**config.mk**
```make
export PLATFORM = sky130hd
export DESIGN_NAME = fetch_sequencer
export DESIGN_NICKNAME = d
export VERILOG_FILES = /design/src/rtl/fetch_sequencer.sv
export SDC_FILE = /design/constraint.sdc
export NUM_CORES = 1
export LEC_CHECK = 0
export BUFFER_PORTS_ARGS = -buffer_cell sky130_fd_sc_hd__buf_2
export CORE_MARGIN = 2
export CORE_UTILIZATION = 55
export DETAILED_ROUTE_END_ITERATION = 8
export GPL_TIMING_DRIVEN = 0
export PLACE_DENSITY = 0.82
export SLEW_MARGIN = 20
export SYNTH_ARGS = -nofsm -noshare
export SYNTH_HDL_FRONTEND = slang
export SYNTH_SLANG_ARGS = --single-unit
```
**constraint.sdc**
```tcl
create_clock -name i_clock -period 3.33 [get_ports i_clock]
set_clock_uncertainty 0.05 [all_clocks]
set_input_delay 0.333 -clock i_clock [delete_from_list [all_inputs] [get_ports i_clock]]
set_output_delay 0.333 -clock i_clock [all_outputs]
set_load 0.1 [all_outputs]
```
**src/rtl/fetch_sequencer.sv**
```systemverilog
// Debug-controlled fetch/pipeline sequencer: run/step/stop commands, HALT drain,
// one-hot redirect select and a saturating advance-cycle counter.
//
// state | meaning
// IDLE  | pipeline frozen, waiting for start or step
// RUN   | continuous execution, pipeline advances every cycle
// STEP  | single advance cycle, then back to IDLE
// DRAIN | HALT seen, NOPs fed for N_DRAIN cycles to flush the pipeline
// HALT  | terminal, frozen until reset
module fetch_sequencer #(
    parameter int NB_CYCLE_CNT = 32,
    parameter int N_DRAIN      = 4
) (
    input  logic                    i_clock,
    input  logic                    i_reset,
    input  logic                    i_start,
    input  logic                    i_step,
    input  logic                    i_stop,
    input  logic                    i_stall,
    input  logic                    i_halt_instr,
    input  logic                    i_branch_taken,
    input  logic                    i_jump_rs,
    input  logic                    i_jump_inm,
    output logic                    o_fetch_valid,
    output logic                    o_pipe_enable,
    output logic                    o_branch,
    output logic                    o_jump_rs,
    output logic                    o_jump_inm,
    output logic                    o_nop_reg,
    output logic [2:0]              o_state,
    output logic                    o_halted,
    output logic [NB_CYCLE_CNT-1:0] o_cycle_count
);

    typedef enum logic [2:0] {
        IDLE  = 3'd0,
        RUN   = 3'd1,
        STEP  = 3'd2,
        DRAIN = 3'd3,
        HALT  = 3'd4
    } state_t;

    localparam logic [3:0] DRAIN_LOAD = 4'(N_DRAIN - 1);
    localparam logic [NB_CYCLE_CNT-1:0] CNT_ONE = {{(NB_CYCLE_CNT-1){1'b0}}, 1'b1};

    state_t                  state_q, state_d;
    logic [3:0]              drain_q, drain_d;
    logic                    nop_q, nop_d;
    logic [NB_CYCLE_CNT-1:0] count_q, count_d;

    logic adv;
    logic halt_accept;
    logic redirect;

    assign adv         = (state_q == RUN) || (state_q == STEP);
    assign halt_accept = i_halt_instr && !i_stall;

    // Halt in ID suppresses fetch, so a simultaneous redirect is dropped too.
    assign o_fetch_valid = adv && !i_stall && !i_halt_instr;
    assign o_branch      = o_fetch_valid && i_branch_taken;
    assign o_jump_rs     = o_fetch_valid && !i_branch_taken && i_jump_rs;
    assign o_jump_inm    = o_fetch_valid && !i_branch_taken && !i_jump_rs && i_jump_inm;
    assign redirect      = o_branch || o_jump_rs || o_jump_inm;

    assign o_pipe_enable = adv || (state_q == DRAIN);
    assign o_nop_reg     = nop_q || (state_q == DRAIN);
    assign o_state       = state_q;
    assign o_halted      = (state_q == HALT);
    assign o_cycle_count = count_q;

    always_comb begin
        state_d = state_q;
        drain_d = drain_q;
        case (state_q)
            IDLE: begin
                if (i_start) begin
                    state_d = RUN;
                end else if (i_step) begin
                    state_d = STEP;
                end
            end
            RUN: begin
                if (halt_accept) begin
                    state_d = DRAIN;
                    drain_d = DRAIN_LOAD;
                end else if (i_stop) begin
                    state_d = IDLE;
                end
            end
            STEP: begin
                if (halt_accept) begin
                    state_d = DRAIN;
                    drain_d = DRAIN_LOAD;
                end else begin
                    state_d = IDLE;
                end
            end
            DRAIN: begin
                if (drain_q == 4'd0) begin
                    state_d = HALT;
                end else begin
                    drain_d = drain_q - 4'd1;
                end
            end
            HALT:    state_d = HALT;
            default: state_d = IDLE;
        endcase
    end

    always_comb begin
        nop_d   = adv ? redirect : nop_q;
        count_d = count_q;
        if (o_pipe_enable && (count_q != {NB_CYCLE_CNT{1'b1}})) begin
            count_d = count_q + CNT_ONE;
        end
    end

    always_ff @(posedge i_clock) begin
        if (i_reset) begin
            state_q <= IDLE;
            drain_q <= 4'd0;
            nop_q   <= 1'b0;
            count_q <= '0;
        end else begin
            state_q <= state_d;
            drain_q <= drain_d;
            nop_q   <= nop_d;
            count_q <= count_d;
        end
    end

endmodule

```
==> results.toml <==
[sta]
period_share = 0.6933
period_needed_ns = 2.309
rsz0062_at_grt = "no"
maxSlewViolCount = 0
hold_viol = 0
worst_hold_slack_ns = 0.2790
setup_violations = 0
max-slew-margin-rel = 0.6442
max_freq_ghz = 0.4332
fin_tns_setup_ns = 0
max_slew.worst_pin.slew_ns = 0.5337

[finish]
syn2layout_area_growth_pct = 20.07
fin_area_sq_um = 2530
fillers = 337
nets = 319
final_core_utilization = 0.6910
n_antenna_cell = 0
fin_cells = 355
drive_above_1_share = 0.2476

[placement]
port_buffers = 50
placed_area_sq_um = 2432
gp_congestion = 0.8458
hpwl_microns = 3807
place_inst = 347

[floorplanning]
top_level_ports = 52
dieHeight_microns = 65.90
core_region_area_sq_um = 3661
fp.dieW_microns = 65.90
dieArea_sq_um = 4342
rows = 22
initial_utilization = 0.5755

[synthesis]
synth_nets = 262
ys_top_cells_by_count = "dfxtp_1 (40), nor2_1 (24), a21oi_1 (21)"
muxShareOfSynthArea = 0.02078
synth.distinct_cells = 50
netlist_area_sq_um = 2107
yosys.area_share.simple = 0.3331
synth_compound_area_frac = 0.1591
synth_area_leader_cell = "dfxtp_1"
synthXorXnorAreaFrac = 0.04572
syn_inst = 249
ys_top_cells_by_area = "dfxtp_1 (38%), a21oi_1 (5.0%), nor2_1 (4.3%)"
synth_top_family_by_area = "simple AND/OR/NAND/NOR gates"
synth_edf_count = 0
yosysMostFrequentCell = "dfxtp_1"
yosysSeqAreaShare = 0.3800
synth_ff_type = "dfxtp_1"
synth_warnings = 0
ys_async_sr_fraction = 0
synthAdderAreaFrac = 0.01781
synth.top_cell.area_share = 0.3800
avgSynthCellArea_sq_um = 8.462
ys_ff_latch = 40

[grt]
antenna_found_initial = 0
gr-usage-all-layers = 0.2544
gr-total-overflow = 0
grt_pass1_wl_microns = 8500
grt_start_max_net_pins = 14
grt_pass1_vias = 1876

[drt]
drt-initial-drc-count = 171
drc = 0
wl_per_cell_microns = 14.42
routed_wl_microns = 5118
dr.pass1.iters = 5
vias = 2085
drt.antenna.violating_nets = 0
vias_per_cell = 5.873

[pwr]
power.density_nw_per_um2 = 405.7
seq_power_share = 0.488
leakagePower_uw = 0.001039
pwr-share-clk = 0.340
internal-power_uw = 691.8
peakVddDrop_v = 0.0003195
power_switching_uw = 334.6
swShare = 0.3260
power_frac_comb = 0.172

[critical_path]
cp.arrival_ns = 1.93
critPathMaxStageDelay_ns = 0.48
crit_required_ns = 2.95
crit_type = "flip-flop to output pin"
crit_slowest_cell = "dfxtp_1"
crit_chain = "xor2_1, nand2_1, nor3_4, and3_2, buf_2"
critPathLaunchType = "flip-flop"
crit_path_end_kind = "output pin"
crit_fanout = 7

[cts]
post_cts_buffers = 0
cts_made_buffers = 5
cts.path.max_buffers = 2
ctsResizeCount = 0
cts_tree = "built"
cts.clk_slew.worst_paths_ns = 0.08
h-tree-depth = 2
cts.sinks = 40
clock-root-buffer = "clkbuf_8"
cts_hold_buf = 0
clock_latency_ns = 0.30

[worst_hold_path]
hold_path.class = "input port to flip-flop"

[status]
status = "completed"

[run]
drv_cap = 0
-- layout by cell type, fill, tap and decap left out, types with 2 or more instances in the layout --
| cell type | netlist | layout |
|---|---|---|
| a211oi_1 | 4 | 4 |
| a21oi_1 | 21 | 21 |
| and3_1 | 3 | 2 |
| buf_2 | 1 | 51 |
| buf_4 | 2 | 2 |
| clkbuf_1 | 4 | 4 |
| clkbuf_8 | 0 | 6 |
| clkinvlp_4 | 0 | 2 |
| dfxtp_1 | 40 | 40 |
| ha_1 | 3 | 3 |
| inv_1 | 11 | 11 |
| mux2_1 | 2 | 2 |
| nand2_1 | 17 | 17 |
| nand2b_1 | 2 | 2 |
| nand3_1 | 11 | 11 |
| nand3b_1 | 2 | 2 |
| nand4_1 | 11 | 11 |
| nor2_1 | 24 | 24 |
| nor2b_1 | 3 | 3 |
| nor3_1 | 7 | 6 |
| nor3_4 | 2 | 3 |
| nor4_1 | 6 | 6 |
| nor4_4 | 2 | 2 |
| o21ai_0 | 8 | 8 |
| o21ai_1 | 2 | 2 |
| o31ai_1 | 8 | 8 |
| or3_1 | 11 | 11 |
| or4_1 | 8 | 8 |
| xnor2_1 | 4 | 4 |
| xor2_1 | 7 | 7 |
-- cells by family after synthesis --
| family | after synthesis |
|---|---|
| AOI/OAI and AO/OA | 53 |
| xor gates and xnor gates | 11 |
| adders and majority gates | 3 |
| buffers and inverters | 20 |
| DFF | 40 |
| muxes | 4 |
| and+or+nand+nor | 118 |
-- path summary, 6_finish.rpt --
check                                      start           endpoint  slack [ns]  cells after the start
worst max-delay path                  o_state[1]         o_jump_inm        1.02                      5
worst min register to register             nop_q              nop_q        0.41                      2
worst min-delay path                  i_jump_inm              nop_q        0.28                      3
worst max register to register  o_cycle_count[0]  o_cycle_count[28]        1.11                      6
-- power groups by stage --
stage	Combinational, uW	Sequential (uW)	Clock (uW)
after detailed placement	177	511	0
final	177	501	348
after global routing	188	503	373
after CTS	178	500	356
after global placement	175	511	0
after floorplan	94.4	558	0
-- area by class of cell --
| class | instances | area [sq um] | area share |
|---|---|---|---|
| tap | 48 | 60.06 | 0.02374 |
| inverter | 11 | 41.29 | 0.01632 |
| timing repair buffer | 50 | 250.2 | 0.09891 |
| multi-input combinational | 189 | 1230 | 0.4862 |
| sequential | 40 | 800.8 | 0.3165 |
| clock buffer | 6 | 82.58 | 0.03264 |
| clock inverter | 2 | 15.01 | 0.005935 |
| buffer | 9 | 50.05 | 0.01978 |
-- critical path: cells and delay by family (launching register included) --
kind	cells	cell delay, ns
XOR/XNOR	1	0.20
AND/OR/NAND/NOR	3	0.52
buffers and inverters	1	0.42
flip-flops	1	0.48
-- metrics by stage --
stage | setup WS, ns | total power, uW
6_report | 1.021 | 1026
2_1_floorplan | 0.09327 | 652.4
3_3_place_gp | 1.180 | 686.0
3_5_place_dp | 1.186 | 688.7
5_1_grt | 0.9109 | 1064
4_1_cts | 1.008 | 1034
-- sequential cells by signal, summed over array words and instances (netlist names) --
| register | cells |
|---|---|
| o_cycle_count | 32 |
| drain_q | 4 |
| o_state | 3 |
| nop_q | 1 |
-- routing by layer --
layer,GRT usage,up-vias,part of all wire
met5,0,-,0
met1,0.3072,969,0.44
met3,0.05281,12,0.054
met4,0.1172,0,0.021
li1,-,1041,-
met2,0.4306,63,0.48
No activity file was read; power rests on OpenSTA's default activity.
